==> config.mk <==
export PLATFORM = sky130hd
export DESIGN_NAME = regfile_scheduler
export DESIGN_NICKNAME = d
export VERILOG_FILES = /design/src/rtl/regfile_scheduler.sv
export SDC_FILE = /design/constraint.sdc
export NUM_CORES = 1
export LEC_CHECK = 0
export ABC_AREA = 1
export BUFFER_PORTS_ARGS = -buffer_cell sky130_fd_sc_hd__buf_4
export CORE_MARGIN = 2
export CORE_UTILIZATION = 45
export DETAILED_ROUTE_END_ITERATION = 8
export GPL_TIMING_DRIVEN = 0
export PLACE_DENSITY = 0.82
export REMOVE_ABC_BUFFERS = 1
export SETUP_SLACK_MARGIN = 0.5
export SKIP_LAST_GASP = 1
export SLEW_MARGIN = 30
export SYNTH_ARGS = -nofsm -noshare
export SYNTH_HDL_FRONTEND = slang
export SYNTH_SLANG_ARGS = --single-unit
==> constraint.sdc <==
create_clock -name clk -period 1.66 [get_ports clk]
set_input_delay 0 -clock clk [delete_from_list [all_inputs] [get_ports clk]]
set_output_delay 0 -clock clk [all_outputs]
set_load 0.01 [all_outputs]
==> src/rtl/regfile_scheduler.sv <==
// Write-port arbiter and snapshot sweeper for the 16-entry card regfile.
// Round-robin grants between two requesters; writes are frozen while a sweep streams.
module regfile_scheduler #(
    parameter int DATA_WIDTH  = 14,
    parameter int ADDR_WIDTH  = 4,
    parameter int NUM_ENTRIES = 16
) (
    input  logic                  clk,
    input  logic                  rst,
    input  logic                  req_a,
    input  logic [ADDR_WIDTH-1:0] a_addr,
    input  logic [DATA_WIDTH-1:0] a_data,
    output logic                  gnt_a,
    input  logic                  req_b,
    input  logic [ADDR_WIDTH-1:0] b_addr,
    input  logic [DATA_WIDTH-1:0] b_data,
    output logic                  gnt_b,
    input  logic                  sweep_start,
    output logic                  regfile_w_enable,
    output logic [ADDR_WIDTH-1:0] regfile_w_address,
    output logic [DATA_WIDTH-1:0] regfile_w_data,
    output logic [ADDR_WIDTH-1:0] regfile_r_address,
    input  logic [DATA_WIDTH-1:0] regfile_r_data,
    output logic                  sweep_valid,
    output logic [ADDR_WIDTH-1:0] sweep_index,
    output logic [DATA_WIDTH-1:0] sweep_data,
    output logic                  sweep_done,
    output logic                  busy
);
    localparam logic [ADDR_WIDTH-1:0] LAST = ADDR_WIDTH'(NUM_ENTRIES - 1);

    typedef enum logic [1:0] {IDLE, READ, DRAIN} state_t;

    state_t                  r_state, w_state_nxt;
    logic [ADDR_WIDTH-1:0]   r_raddr;
    logic                    r_rd_vld;
    logic [ADDR_WIDTH-1:0]   r_rd_idx;
    logic                    r_last_b;
    logic                    r_gnt_a, r_gnt_b, r_wen;
    logic [ADDR_WIDTH-1:0]   r_waddr;
    logic [DATA_WIDTH-1:0]   r_wdata;
    logic                    r_sv, r_sdone;
    logic [ADDR_WIDTH-1:0]   r_sidx;
    logic [DATA_WIDTH-1:0]   r_sdata;

    logic w_arb_ok, w_elig_a, w_elig_b, w_pick_a, w_pick_b;

    // A side granted last edge sits out one arbitration so the other side gets a turn.
    assign w_arb_ok = (r_state == IDLE) && !sweep_start;
    assign w_elig_a = req_a && !r_gnt_a;
    assign w_elig_b = req_b && !r_gnt_b;
    assign w_pick_a = w_arb_ok && w_elig_a && (!w_elig_b || r_last_b);
    assign w_pick_b = w_arb_ok && w_elig_b && (!w_elig_a || !r_last_b);

    always_ff @(posedge clk) begin
        if (rst) r_state <= IDLE;
        else     r_state <= w_state_nxt;
    end

    always_comb begin
        w_state_nxt = r_state;
        case (r_state)
            IDLE:    if (sweep_start) w_state_nxt = READ;
            READ:    if (r_raddr == LAST) w_state_nxt = DRAIN;
            DRAIN:   w_state_nxt = IDLE;
            default: w_state_nxt = IDLE;
        endcase
    end

    always_ff @(posedge clk) begin
        if (rst) begin
            r_raddr  <= '0;
            r_rd_vld <= 1'b0;
            r_rd_idx <= '0;
            r_last_b <= 1'b1;
            r_gnt_a  <= 1'b0;
            r_gnt_b  <= 1'b0;
            r_wen    <= 1'b0;
            r_waddr  <= '0;
            r_wdata  <= '0;
            r_sv     <= 1'b0;
            r_sdone  <= 1'b0;
            r_sidx   <= '0;
            r_sdata  <= '0;
        end else begin
            if (r_state == IDLE && sweep_start)          r_raddr <= '0;
            else if (r_state == READ && r_raddr != LAST) r_raddr <= r_raddr + 1'b1;

            // Address issued last cycle -> regfile data valid now -> registered beat next edge.
            r_rd_vld <= (r_state == READ);
            r_rd_idx <= r_raddr;
            r_sv     <= r_rd_vld;
            r_sidx   <= r_rd_idx;
            r_sdone  <= r_rd_vld && (r_rd_idx == LAST);
            if (r_rd_vld) r_sdata <= regfile_r_data;

            r_gnt_a <= w_pick_a;
            r_gnt_b <= w_pick_b;
            r_wen   <= w_pick_a || w_pick_b;
            if (w_pick_a) begin
                r_waddr  <= a_addr;
                r_wdata  <= a_data;
                r_last_b <= 1'b0;
            end else if (w_pick_b) begin
                r_waddr  <= b_addr;
                r_wdata  <= b_data;
                r_last_b <= 1'b1;
            end
        end
    end

    assign gnt_a             = r_gnt_a;
    assign gnt_b             = r_gnt_b;
    assign regfile_w_enable  = r_wen;
    assign regfile_w_address = r_waddr;
    assign regfile_w_data    = r_wdata;
    assign regfile_r_address = r_raddr;
    assign sweep_valid       = r_sv;
    assign sweep_index       = r_sidx;
    assign sweep_data        = r_sdata;
    assign sweep_done        = r_sdone;
    assign busy              = (r_state != IDLE);
endmodule

=== Yosys cells after proc, flatten, opt, wreduce, memory -nomap -nowiden ===
Index checks and enable logic that the tools add are counted.

* Register bits after elaboration: 53
* Output and inout port bits: 46
* Logic and storage cells: 54

* Add/subtract/negate cells: 1
* Equal/unequal tests: 6
* Mux-type cells: 9
* Reduce and logical (&&, ||, !) cells: 24

{| class="wikitable"
|+ Operators with widths
! cell !! count
|-
| two-way mux 14 bit || 2
|-
| logical AND 1 bit || 10
|-
| == test 4 bit (second input constant) || 2
|-
| two-way mux 4 bit || 2
|-
| zero test 1 bit || 6
|-
| adder 4 x 1 -> 4 bit (second input constant) || 1
|-
| two-way mux 2 bit || 2
|-
| != test 2 bit (second input constant) || 2
|-
| != test 4 bit (second input constant) || 1
|-
| case mux 2 bit (2 select lines) || 1
|-
| nonzero test 2 bit || 2
|-
| logical OR 1 bit || 3
|-
| == test 2 x 1 -> 1 bit (second input constant) || 1
|-
| zero test 2 bit || 1
|-
| two-way mux 1 bit || 2
|-
| AND reduction 2 bit || 1
|-
| OR reduction 2 bit || 1
|}

=== Depth between registers and ports, before layout ===
* Word-level depth: 7
* Gate-level depth with buffers: 9
* Depth with buffers taken out: 8

=== Worst setup path before layout ===
No wires, ideal clock.

* Path type: reg-to-reg
* Start: reg r_raddr[0] (netlist: regfile_r_address[0])
* End: reg r_raddr[3] (netlist: regfile_r_address[3])
* Arrival: 1.130 ns
* Required time: 1.545 ns
* Setup slack: 0.415 ns
* Stages on the path, launching flop included: 7
* Period minus slack after synthesis: 1.245 ns
* Path through: dfxtp_1 -> ha_1 -> nand3_1 -> nand2_1 -> nor2_1 -> xor2_1 -> nor2_1

* Longest elaborated chain between the ends: 2

{| class="wikitable"
|+ RTL lines
! element !! RTL line !! source
|-
| start: declaration || 35 || <nowiki>logic [ADDR_WIDTH-1:0] r_raddr;</nowiki>
|-
| start signal: assignment || 87 || <nowiki>else if (r_state == READ && r_raddr != LAST) r_raddr <= r_raddr + 1'b1;</nowiki>
|-
| branches (longest 2 deep; another with adder 4 x 1 -> 4 bit) || - ||
|}

Parallel ways; which one is timed is not known.
A chain may end at the register's enable or synchronous reset.

=== Final worst setup path ===
* Start: reg r_last_b
* End: reg r_wdata[6] (netlist: regfile_w_data[6])

* Longest elaborated chain between the ends: 4

{| class="wikitable"
|+ RTL lines
! element !! RTL line !! source
|-
| start: declaration || 38 || <nowiki>logic r_last_b;</nowiki>
|-
| start signal: assignment || 75 || <nowiki>r_last_b <= 1'b1;</nowiki>
|-
| start signal: assignment || 103 || <nowiki>r_last_b <= 1'b0;</nowiki>
|-
| start signal: assignment || 107 || <nowiki>r_last_b <= 1'b1;</nowiki>
|-
| zero test 1 bit || 53 || <nowiki>assign w_pick_b = w_arb_ok && w_elig_b && (!w_elig_a || !r_last_b);</nowiki>
|-
| logical OR 1 bit || 53 ||
|-
| logical AND 1 bit || 53 ||
|-
| nonzero test 2 bit (no line) || - ||
|-
| end signal: assignment || 102 || <nowiki>r_wdata <= a_data;</nowiki>
|-
| end signal: assignment || 106 || <nowiki>r_wdata <= b_data;</nowiki>
|-
| end: declaration || 41 || <nowiki>logic [DATA_WIDTH-1:0] r_wdata;</nowiki>
|}

Several ways; a longest one is shown, not always the timed one.

==> insert_results.sql <==
INSERT INTO impl_metrics (metric_group, metric, value, unit) VALUES
('run_status', 'outcome', 'completed', ''),
('synth', 'post_synth_inst_count', '302', ''),
('worst_setup_path', 'critPathLaunchType', 'flop', ''),
('timing', 'finalCriticalPeriod', '1.27', 'ns'),
('timing', 'timing.final.setup_violations', '0', ''),
('clocking', 'tritoncts', 'done', ''),
('synth', 'synth_top_family_by_area', 'simple AND/OR/NAND/NOR gates', ''),
('floorplan', 'dieHeight', '75.3', 'um'),
('cells_and_area', 'final_nets', '497', ''),
('grt', 'vias_in_the_first_global_route', '2319', ''),
('synth', 'netlist-cell-type-count', '30', ''),
('placement', 'routabilityCongestion', '0.784', ''),
('worst_setup_path', 'endpoint_kind', 'flop', ''),
('worst_setup_path', 'cp_slowest_cell', 'sky130_fd_sc_hd__dfxtp_1', ''),
('cells_and_area', 'finalNonFillerCells', '509', ''),
('pwr', 'vdd.ir_drop.worst', '633', 'uV'),
('cells_and_area', 'antenna_cells', '0', ''),
('timing', 'setup_repair_after_global_routing_missed_its_margin', 'true', ''),
('synth', 'synth-edff-count', '0', ''),
('grt', 'antenna_found_initial', '0', ''),
('cells_and_area', 'syn2layout_area_growth', '63.4', '%'),
('pwr', 'swShare', '29.3', '%'),
('synth', 'dominantRegCellSynth', 'sky130_fd_sc_hd__dfxtp_1', ''),
('synth', 'muxShareOfSynthArea', '0', '%'),
('synth', 'async_reset_ff_share', '0', '%'),
('synth', 'synth_area', '2290', 'um^2'),
('route', 'avgRoutedWirePerCell', '15.1', 'um'),
('pwr', 'leakage', '1.89', 'nW'),
('synth', 'synth-compound-area-share', '5.47', '%'),
('grt', 'global_route_wire_length_before_repair', '10600', 'um'),
('timing', 'worst_slew_margin_rel', '55.0', '%'),
('timing', 'hold-worst-slack', '0.000699', 'ns'),
('clocking', 'clock_tree_root', 'sky130_fd_sc_hd__clkbuf_8', ''),
('pwr', 'internal', '1.97', 'mW'),
('cells_and_area', 'nFillCells', '337', ''),
('worst_setup_path', 'slowest_delay', '0.34', 'ns'),
('synth', 'yosys.area.top_type_share', '46.4', '%'),
('synth', 'synth_top_cells_by_area', 'sky130_fd_sc_hd__dfxtp_1, sky130_fd_sc_hd__nand3_1, sky130_fd_sc_hd__inv_1', ''),
('synth', 'yosysSeqAreaShare', '46.4', '%'),
('synth', 'synth_adder_area_share', '0.547', '%'),
('route', 'route.antenna.remaining_nets', '0', ''),
('synth', 'ys_top_cells_by_count', 'sky130_fd_sc_hd__nand3_1, sky130_fd_sc_hd__dfxtp_1, sky130_fd_sc_hd__inv_1', ''),
('route', 'dr.first_iter.drc_count', '205', ''),
('worst_setup_path', 'timing.critical_path.mode_cell', 'sky130_fd_sc_hd__nand2_1', ''),
('worst_setup_path', 'arrival', '1.47', 'ns'),
('clocking', 'cts.clk_slew.worst_paths', '0.10', 'ns'),
('cells_and_area', 'final_layout_size_suffix_gt1_share', '39.1', '%'),
('clocking', 'numCtsBuffers', '5', ''),
('pwr', 'pwr-share-comb', '23.3', '%'),
('worst_hold_path', 'class_of_the_worst_hold_path', 'in2reg', ''),
('cells_and_area', 'final_core_utilization', '77.6', '%'),
('pwr', 'power_density', '746', 'nW/um^2'),
('timing', 'totalNegativeSetupSlack', '0', 'ns'),
('floorplan', 'fp.coreArea', '4820', 'um^2'),
('clocking', 'clock_sinks', '53', ''),
('synth', 'yosys_register_bits', '53', ''),
('synth', 'yosys.area_share.simple', '33.6', '%'),
('clocking', 'clock_tree.htree_level_count', '2', ''),
('pwr', 'total_power', '2.79', 'mW'),
('timing', 'timing.clock.skew', '0.00688', 'ns'),
('pwr', 'p_seq_share', '49.7', '%'),
('route', 'totalWireLength', '7680', 'um'),
('placement', 'hpwlAfterDp', '3860', 'um'),
('timing', 'slew_violations', '0', ''),
('synth', 'synthXorXnorAreaFrac', '0.383', '%'),
('floorplan', 'floorplan.die_area', '5670', 'um^2'),
('grt', 'grt_overflow_total', '0', ''),
('worst_setup_path', 'timing.critical_path.buf_inv', '1', ''),
('pwr', 'total_switching_power', '0.818', 'mW'),
('floorplan', 'starting_density_of_the_core', '47.5', '%'),
('timing', 'achievable-frequency', '0.790', 'GHz');
## metrics by stage
step	setup slack [ns]	area [um^2]
after CTS	0.414	3550
after floorplan	0.412	2180
after global routing	0.327	3740
final	0.395	3740
after detailed placement	0.0464	3010
after global placement	0.0326	3010
## final timing paths
| kind | slack, ns | cells past startpoint | start | end |
|---|---|---|---|---|
| worst max register to register | 0.39 | 6 | r_last_b$_SDFFE_PP1P_ | regfile_w_data[6]$_SDFFE_PP0P_ |
| worst min-delay path | 0.0007 | 5 | b_data[9] | regfile_w_data[9]$_SDFFE_PP0P_ |
| worst max-delay path | 0.39 | 6 | r_last_b$_SDFFE_PP1P_ | regfile_w_data[6]$_SDFFE_PP0P_ |
| worst min register to register | 0.43 | 2 | r_rd_idx[2]$_SDFF_PP0_ | sweep_index[2]$_SDFF_PP0_ |
## what timing repair did
action,in CTS,in global routing
endpoints found under the setup margin,41,27
cloned,4,4
pin swaps,6,5
setup buffers,10,7
hold buffers,20,0
endpoints found under the hold margin,20,0
resized for setup,22,19
## per-layer routing
metal | vias to the layer above | global-route usage, % | routed length [um]
met5 | - | 0 | 0
met4 | 0 | 10.1 | 233
met2 | 143 | 42.3 | 3890
met1 | 1164 | 29.5 | 2950
met3 | 25 | 4.37 | 592
li1 | 1234 | - | -
## cell type report
| type | count | area, um^2 | area share (%) |
|---|---|---|---|
| Sequential cell | 53 | 1080 | 28.9 |
| Inverter | 54 | 215 | 5.76 |
| Clock buffer | 5 | 68.8 | 1.84 |
| Clock inverter | 3 | 25.0 | 0.670 |
| Timing Repair Buffer | 138 | 1150 | 30.9 |
| Tap cell | 67 | 83.8 | 2.24 |
| Timing Repair inverter | 2 | 10.0 | 0.268 |
| Multi-Input combinational cell | 187 | 1100 | 29.5 |
## worst min-delay path: stages
cell and delay (ns):
sky130_fd_sc_hd__buf_4 0.08, sky130_fd_sc_hd__inv_1 0.03, sky130_fd_sc_hd__nand2_1 0.05, sky130_fd_sc_hd__nand3_1 0.07
sky130_fd_sc_hd__nand2_1 0.06
## cells in the final DEF (no fill, tap or decap), types with 2 or more instances in the layout
master	netlist	final
sky130_fd_sc_hd__clkbuf_8	1	5
sky130_fd_sc_hd__nand3_2	2	16
sky130_fd_sc_hd__nor2_1	46	44
sky130_fd_sc_hd__nand3_1	56	42
sky130_fd_sc_hd__buf_12	1	4
sky130_fd_sc_hd__inv_4	0	2
sky130_fd_sc_hd__dfxtp_2	0	2
sky130_fd_sc_hd__dfxtp_4	0	4
sky130_fd_sc_hd__nor3_1	3	3
sky130_fd_sc_hd__nor2_4	1	3
sky130_fd_sc_hd__nand2_1	43	41
sky130_fd_sc_hd__clkinvlp_4	0	3
sky130_fd_sc_hd__dfxtp_1	53	47
sky130_fd_sc_hd__buf_4	0	113
sky130_fd_sc_hd__inv_1	52	50
sky130_fd_sc_hd__o21ai_4	1	2
sky130_fd_sc_hd__nand3_4	1	4
sky130_fd_sc_hd__a21oi_1	2	2
sky130_fd_sc_hd__clkinvlp_2	0	2
sky130_fd_sc_hd__o21ai_0	14	14
sky130_fd_sc_hd__nor2_2	2	2
sky130_fd_sc_hd__nand2_4	1	2
sky130_fd_sc_hd__dlygate4sd3_1	0	20
sky130_fd_sc_hd__nor2_8	2	2
## power groups by stage
stage | Sequential (mW) | Combinational [mW] | Clock, mW
after detailed placement | 1.41 | 0.465 | 0
after floorplan | 1.44 | 0.186 | 0
after global routing | 1.39 | 0.696 | 0.821
final | 1.39 | 0.649 | 0.752
after global placement | 1.41 | 0.456 | 0
after CTS | 1.38 | 0.583 | 0.756
## registers in the layout (all words and copies together), names as in the netlist, 2 cells and up
signal and flops:
r_rd_idx 4, r_state 2, regfile_r_address 4, regfile_w_address 4, regfile_w_data 14, sweep_data 14, sweep_index 4
## cells by family after synthesis
family | after synthesis
xor gates and xnor gates | 1
DFF | 53
buffers and inverters | 67
AOI/OAI and AO/OA | 21
adders and majority gates | 1
and+or+nand+nor | 159
Note: power is estimated with default switching activity, not from simulation.
